===== config.mk =====
export PLATFORM = sky130hd
export DESIGN_NAME = gpio_ctrl32
export DESIGN_NICKNAME = d
export VERILOG_FILES = /design/src/rtl/gpio_pkg.sv /design/src/rtl/gpio_sync.sv /design/src/rtl/gpio_ctrl32.sv
export SDC_FILE = /design/constraint.sdc
export NUM_CORES = 1
export LEC_CHECK = 0
export ABC_AREA = 0
export BUFFER_PORTS_ARGS = -buffer_cell sky130_fd_sc_hd__buf_4
export CORE_MARGIN = 2
export CORE_UTILIZATION = 55
export DETAILED_ROUTE_END_ITERATION = 16
export PLACE_DENSITY_LB_ADDON = 0.08
export SETUP_SLACK_MARGIN = 0.05
export SYNTH_ARGS = -nofsm -noshare
export SYNTH_HDL_FRONTEND = slang
export SYNTH_HIERARCHICAL = 1
export SYNTH_SLANG_ARGS = --single-unit

===== constraint.sdc =====
create_clock -name clk -period 19.2 [get_ports clk]
set_input_delay 4.8 -clock clk [delete_from_list [all_inputs] [get_ports clk]]
set_output_delay 4.8 -clock clk [all_outputs]
set_load 0.02 [all_outputs]

===== src/rtl/gpio_pkg.sv =====
// Shared constants, register index enum and write-merge helpers for gpio_ctrl32.
// Registers 0x28-0x30 exist only when GPIO_IRQ_EN is defined.
package gpio_pkg;
  localparam int NPINS = 32;
  localparam int AW    = 6;

  localparam logic [AW-1:0] OFF_OUT     = 6'h00;
  localparam logic [AW-1:0] OFF_IN      = 6'h04;
  localparam logic [AW-1:0] OFF_DIR     = 6'h08;
  localparam logic [AW-1:0] OFF_AFC     = 6'h0C;
  localparam logic [AW-1:0] OFF_PM_LO   = 6'h10;
  localparam logic [AW-1:0] OFF_PM_HI   = 6'h14;
  localparam logic [AW-1:0] OFF_PS_LO   = 6'h18;
  localparam logic [AW-1:0] OFF_PS_HI   = 6'h1C;
  localparam logic [AW-1:0] OFF_OUT_SET = 6'h20;
  localparam logic [AW-1:0] OFF_OUT_CLR = 6'h24;
  localparam logic [AW-1:0] OFF_IE_RISE = 6'h28;
  localparam logic [AW-1:0] OFF_IE_FALL = 6'h2C;
  localparam logic [AW-1:0] OFF_IP      = 6'h30;

  typedef enum logic [3:0] {
    REG_OUT, REG_IN, REG_DIR, REG_AFC, REG_PM_LO, REG_PM_HI, REG_PS_LO, REG_PS_HI,
    REG_OUT_SET, REG_OUT_CLR, REG_IE_RISE, REG_IE_FALL, REG_IP, REG_NONE
  } reg_idx_e;

  function automatic reg_idx_e decode(input logic [AW-1:0] addr);
    reg_idx_e idx;
    case ({addr[AW-1:2], 2'b00})
      OFF_OUT:     idx = REG_OUT;
      OFF_IN:      idx = REG_IN;
      OFF_DIR:     idx = REG_DIR;
      OFF_AFC:     idx = REG_AFC;
      OFF_PM_LO:   idx = REG_PM_LO;
      OFF_PM_HI:   idx = REG_PM_HI;
      OFF_PS_LO:   idx = REG_PS_LO;
      OFF_PS_HI:   idx = REG_PS_HI;
      OFF_OUT_SET: idx = REG_OUT_SET;
      OFF_OUT_CLR: idx = REG_OUT_CLR;
`ifdef GPIO_IRQ_EN
      OFF_IE_RISE: idx = REG_IE_RISE;
      OFF_IE_FALL: idx = REG_IE_FALL;
      OFF_IP:      idx = REG_IP;
`endif
      default:     idx = REG_NONE;
    endcase
    return idx;
  endfunction

  function automatic logic [31:0] byte_mask(input logic [3:0] be);
    logic [31:0] m;
    m = 32'h0;
    for (int i = 0; i < 4; i++) m[8*i +: 8] = {8{be[i]}};
    return m;
  endfunction

  function automatic logic [31:0] merge(input logic [31:0] old_v, input logic [31:0] new_v,
                                        input logic [31:0] m);
    return (old_v & ~m) | (new_v & m);
  endfunction
endpackage


===== src/rtl/gpio_sync.sv =====
// N-stage, W-bit input synchroniser; all stages clear on asynchronous reset.
module gpio_sync #(
  parameter int N = 2,
  parameter int W = 32
) (
  input  logic         clk,
  input  logic         rst,
  input  logic [W-1:0] d,
  output logic [W-1:0] q
);
  logic [W-1:0] stage_q [N];
  logic [W-1:0] stage_d [N];

  // Shift chain: stage 0 captures the pin, each later stage copies its predecessor.
  always_comb begin
    stage_d[0] = d;
    for (int i = 1; i < N; i++) stage_d[i] = stage_q[i-1];
  end

  always_ff @(posedge clk or posedge rst) begin
    if (rst) begin
      for (int i = 0; i < N; i++) stage_q[i] <= '0;
    end else begin
      for (int i = 0; i < N; i++) stage_q[i] <= stage_d[i];
    end
  end

  assign q = stage_q[N-1];
endmodule


===== src/rtl/gpio_ctrl32.sv =====
// 32-pin GPIO register bank driving the AFIO32 mux GPIO controls.
// Define GPIO_IRQ_EN to add edge interrupts (IE_RISE, IE_FALL, IP, irq).
module gpio_ctrl32
  import gpio_pkg::*;
#(
  parameter int          SYNC_STAGES = 2,
  parameter logic [63:0] PM_RST      = 64'h0,
  parameter logic [63:0] PS_RST      = 64'h0
) (
  input  logic          clk,
  input  logic          rst,
  input  logic          req,
  input  logic          we,
  input  logic [AW-1:0] addr,
  input  logic [31:0]   wdata,
  input  logic [3:0]    be,
  output logic [31:0]   rdata,
  output logic          ack,
  output logic          err,
  input  logic [31:0]   gpio_in,
  output logic [31:0]   gpio_out,
  output logic [31:0]   gpio_dir,
  output logic [31:0]   gpio_afc,
  output logic [63:0]   gpio_pm,
  output logic [63:0]   gpio_ps,
  output logic          irq
);
  logic [31:0] out_q, out_d, dir_q, dir_d, afc_q, afc_d, rdata_q, rdata_d;
  logic [63:0] pm_q, pm_d, ps_q, ps_d;
  logic        ack_q, ack_d, err_q, err_d;
  logic [31:0] sync_s, bmask_s, wbits_s;
  reg_idx_e    idx_s;

  gpio_sync #(.N(SYNC_STAGES), .W(NPINS)) u_sync (
    .clk(clk), .rst(rst), .d(gpio_in), .q(sync_s)
  );

`ifdef GPIO_IRQ_EN
  // Edges are ignored until the synchroniser and prev have seen real pin samples.
  localparam logic [2:0] SETTLE = 3'(SYNC_STAGES + 1);
  logic [31:0] ie_rise_q, ie_rise_d, ie_fall_q, ie_fall_d, ip_q, ip_d, prev_q, prev_d;
  logic [2:0]  settle_q, settle_d;
  logic        irq_q, irq_d;
`endif

  always_comb begin
    idx_s   = decode(addr);
    bmask_s = byte_mask(be);
    wbits_s = wdata & bmask_s;
    out_d   = out_q;
    dir_d   = dir_q;
    afc_d   = afc_q;
    pm_d    = pm_q;
    ps_d    = ps_q;
    rdata_d = 32'h0;
    ack_d   = req;
    err_d   = 1'b0;
`ifdef GPIO_IRQ_EN
    ie_rise_d = ie_rise_q;
    ie_fall_d = ie_fall_q;
    ip_d      = ip_q;
`endif
    if (req) begin
      err_d = (idx_s == REG_NONE);
      if (we) begin
        case (idx_s)
          REG_OUT:     out_d = merge(out_q, wdata, bmask_s);
          REG_DIR:     dir_d = merge(dir_q, wdata, bmask_s);
          REG_AFC:     afc_d = merge(afc_q, wdata, bmask_s);
          REG_PM_LO:   pm_d[31:0]  = merge(pm_q[31:0], wdata, bmask_s);
          REG_PM_HI:   pm_d[63:32] = merge(pm_q[63:32], wdata, bmask_s);
          REG_PS_LO:   ps_d[31:0]  = merge(ps_q[31:0], wdata, bmask_s);
          REG_PS_HI:   ps_d[63:32] = merge(ps_q[63:32], wdata, bmask_s);
          REG_OUT_SET: out_d = out_q | wbits_s;
          REG_OUT_CLR: out_d = out_q & ~wbits_s;
`ifdef GPIO_IRQ_EN
          REG_IE_RISE: ie_rise_d = merge(ie_rise_q, wdata, bmask_s);
          REG_IE_FALL: ie_fall_d = merge(ie_fall_q, wdata, bmask_s);
          REG_IP:      ip_d = ip_q & ~wbits_s;
`endif
          default:     out_d = out_q;
        endcase
      end else begin
        case (idx_s)
          REG_OUT:     rdata_d = out_q;
          REG_IN:      rdata_d = sync_s;
          REG_DIR:     rdata_d = dir_q;
          REG_AFC:     rdata_d = afc_q;
          REG_PM_LO:   rdata_d = pm_q[31:0];
          REG_PM_HI:   rdata_d = pm_q[63:32];
          REG_PS_LO:   rdata_d = ps_q[31:0];
          REG_PS_HI:   rdata_d = ps_q[63:32];
`ifdef GPIO_IRQ_EN
          REG_IE_RISE: rdata_d = ie_rise_q;
          REG_IE_FALL: rdata_d = ie_fall_q;
          REG_IP:      rdata_d = ip_q;
`endif
          default:     rdata_d = 32'h0;
        endcase
      end
    end else begin
      err_d = 1'b0;
    end
`ifdef GPIO_IRQ_EN
    // Set after the W1C clear so a coincident new edge wins.
    if (settle_q == SETTLE) begin
      ip_d     = ip_d | (sync_s & ~prev_q & ie_rise_q) | (~sync_s & prev_q & ie_fall_q);
      settle_d = settle_q;
    end else begin
      ip_d     = ip_d;
      settle_d = settle_q + 3'd1;
    end
    prev_d = sync_s;
    irq_d  = |ip_d;
`endif
  end

  always_ff @(posedge clk or posedge rst) begin
    if (rst) begin
      out_q   <= 32'h0;
      dir_q   <= 32'h0;
      afc_q   <= 32'h0;
      pm_q    <= PM_RST;
      ps_q    <= PS_RST;
      rdata_q <= 32'h0;
      ack_q   <= 1'b0;
      err_q   <= 1'b0;
    end else begin
      out_q   <= out_d;
      dir_q   <= dir_d;
      afc_q   <= afc_d;
      pm_q    <= pm_d;
      ps_q    <= ps_d;
      rdata_q <= rdata_d;
      ack_q   <= ack_d;
      err_q   <= err_d;
    end
  end

`ifdef GPIO_IRQ_EN
  always_ff @(posedge clk or posedge rst) begin
    if (rst) begin
      ie_rise_q <= 32'h0;
      ie_fall_q <= 32'h0;
      ip_q      <= 32'h0;
      prev_q    <= 32'h0;
      settle_q  <= 3'd0;
      irq_q     <= 1'b0;
    end else begin
      ie_rise_q <= ie_rise_d;
      ie_fall_q <= ie_fall_d;
      ip_q      <= ip_d;
      prev_q    <= prev_d;
      settle_q  <= settle_d;
      irq_q     <= irq_d;
    end
  end
  assign irq = irq_q;
`else
  assign irq = 1'b0;
`endif

  assign rdata    = rdata_q;
  assign ack      = ack_q;
  assign err      = err_q;
  assign gpio_out = out_q;
  assign gpio_dir = dir_q;
  assign gpio_afc = afc_q;
  assign gpio_pm  = pm_q;
  assign gpio_ps  = ps_q;
endmodule


==> flow_summary.toml <==
[status]
status = "completed"

[drt]
met3_length_um = 4011
post_drt_wl_per_cell_um = 26.48
dr_wl_met2_um = 19870
postRouteAntennaNets = 0
top_layer = "met4"
vias = 9854
drtIter0Drc = 821
drtPass1Iterations = 5
totalWireLength_um = 42000
drc = 0
wl_met1_um = 16500
viasPerCell = 6.213

[cells_and_area]
layout_common_cells = "buf_4, dfrtp_1, mux2_2"
drive_gt1_frac = 0.4728
register_area_sq_um = 8058
layout_commonest_cell = "buf_4"
final_nets = 1324
nFillCells = 1646
multi_input_area_sq_um = 4803
antenna_cells = 0
area_growth_pct = 29.15

[timing]
fin_crit_ps = 6813
skew_ps = 9.532
grt_setup_unrepaired = "false"
worst_pin_slew_ps = 1259
slew_viol_final = 0
fmax_ghz = 0.1468
fin_tns_setup_ps = 0
hold_viol = 0
finalCritPeriodShare = 0.3548
slew_headroom = 0.1576
setup_viol = 0

[setup_path]
cp_max_fo = 35
path_class = "input pin to flip-flop"
crit_arrival_ps = 7220
worst_r2r_endpoint = "rdata[30]"
worstPathRequired_ps = 19610
r2r-start = "gpio_out[30]"
crit_path_end_kind = "flip-flop"
reg2reg_slack_ps = 17980
critPathLaunchType = "input pin"
critPathCapture = "rdata[16]"
reg2regPathDepth = 3
worstSetupStartpoint = "addr[4]"

[global_route]
antenna_found_initial = 0
grt_pass1_vias = 9747
grt_start_max_net_pins = 112
grt_pass1_wl_um = 60790
track_usage = 0.3317
grt.overflow.total = 0

[pwr]
power.total_uw = 1825
p_int_uw = 1310
power_frac_seq = 0.446
comb_power_share = 0.195
switchingPower_uw = 515.0
vdd_drop_max_uv = 93.37
power_density_nw_per_um2 = 107.7
power.leakage_uw = 0.008144
p_clk_frac = 0.359
swShare = 0.2822

[floorplanning]
rows = 56
io_pins = 337
die_w_um = 158.5
core_sq_um = 23470
dieArea_sq_um = 25110
dieHeight_um = 158.5
start_util = 0.5591

[synth]
syn_inst = 929
ys_seq_area_frac = 0.6140
synth-seq-cells = 322
yosys_warnings = 6
ys.flop_type = "dfrtp_1"
synth.area.top_cells = "dfrtp_1, mux2_2, a22oi_1"
synthesis.area_sq_um = 13120
synth_fp_nets = 1007
async_reset_ff_frac = 1.000
syn_area_per_cell_sq_um = 14.13
synth_top_area_share = 0.6140
synth_edf_count = 0
yosysTopAreaCell = "dfrtp_1"
yosysUniqueCellTypes = 42

[place]
gp_congestion = 0.8438
numPortBuffers = 333
hpwlAfterDp_um = 27020

[clock_tree]
clk_transition_reported_paths_ps = 60
postCtsHoldBufs = 0
cts_sinks = 322
worstSkewPairLatency_ps = 510
post_cts_buffers = 0
cts-root-buf = "clkbuf_16"
clk_path_buf_depth = 3
cts_resized = 0
htreeDepth = 2
numCtsBuffers = 34
tritoncts = "built"

[job]
cap_violations = 0

[min_path]
min_path_type = "flip-flop to flip-flop"
[power by group through the flow]
stage | Clock (uW) | Combinational (uW) | Sequential [uW]
3_3_place_gp | 0 | 350 | 821
2_1_floorplan | 0 | 106 | 893
4_1_cts | 666 | 357 | 812
3_5_place_dp | 0 | 356 | 823
5_1_grt | 697 | 375 | 821
6_report | 656 | 355 | 814
[final cells by class]
| type | count | area share |
|---|---|---|
| multi-input combinational | 546 | 0.2834 |
| inverter | 2 | 0.0009597 |
| clock inverter | 5 | 0.004577 |
| tap | 319 | 0.02355 |
| sequential | 322 | 0.4754 |
| clock buffer | 52 | 0.06149 |
| timing repair buffer | 340 | 0.1506 |
[per-stage QoR]
stage | area [sq um] | cells | hold slack [ps] | utilization | setup WS (ps)
finish | 16950 | 1586 | 342.4 | 0.7221 | 12390
global route | 16950 | 1586 | 348.1 | 0.7221 | 12290
CTS | 16950 | 1586 | 347.3 | 0.7221 | 12430
detailed placement | 15830 | 1529 | 334.7 | 0.6744 | 11870
global placement | 15830 | 1529 | 332.0 | 0.6744 | 11890
floorplan | 13120 | 929 | 331.2 | - | 7302
[cell usage after synthesis, drive strengths merged, types with 5 or more instances]
library cell  count
nand2b            6
a31oi             5
o211ai           32
clkbuf           28
nor2             10
nand2            33
a32oi             8
mux2i            17
nor3              5
o22a             32
a21oi            27
a222oi            8
and3              5
mux2            192
dfrtp           322
a22o             42
a22oi            80
buf              31
a21o             13
[critical path, stage by stage]
cell and delay, ps:
buf_4 460, and2_2 870, nor2b_1 620, a22oi_1 140, a31oi_1 280
[how the worst min path moves through the flow]
stage / from / end / slack (ps) / cells past startpoint
2_1_floorplan: u_sync/stage_d[0] / u_sync/q[0] / 330 / 0
5_1_grt: u_sync/stage_d[20] / u_sync/q[20] / 350 / 0
3_5_place_dp: u_sync/stage_d[20] / u_sync/q[20] / 330 / 0
4_1_cts: u_sync/stage_d[20] / u_sync/q[20] / 350 / 0
3_3_place_gp: u_sync/stage_d[28] / u_sync/q[28] / 330 / 0
6_report: u_sync/stage_d[13] / u_sync/q[13] / 340 / 0
[layer usage]
layer  up-vias  GRT usage
met4         0     0.1356
met5         -          0
met1      5113     0.4345
met2       456     0.5246
met3        97    0.09472
li1       4188          -
[cells by family after synthesis]
| group | after synthesis | synth area share |
|---|---|---|
| AO/OA/AOI/OAI | 256 | 0.1511 |
| buffers and inverters | 61 | 0.02117 |
| flip-flops | 322 | 0.6140 |
| other | 1 | 0.0002857 |
| AND/OR/NAND/NOR | 80 | 0.03575 |
| multiplexers | 209 | 0.1777 |
(Power assumes the default switching activity.)
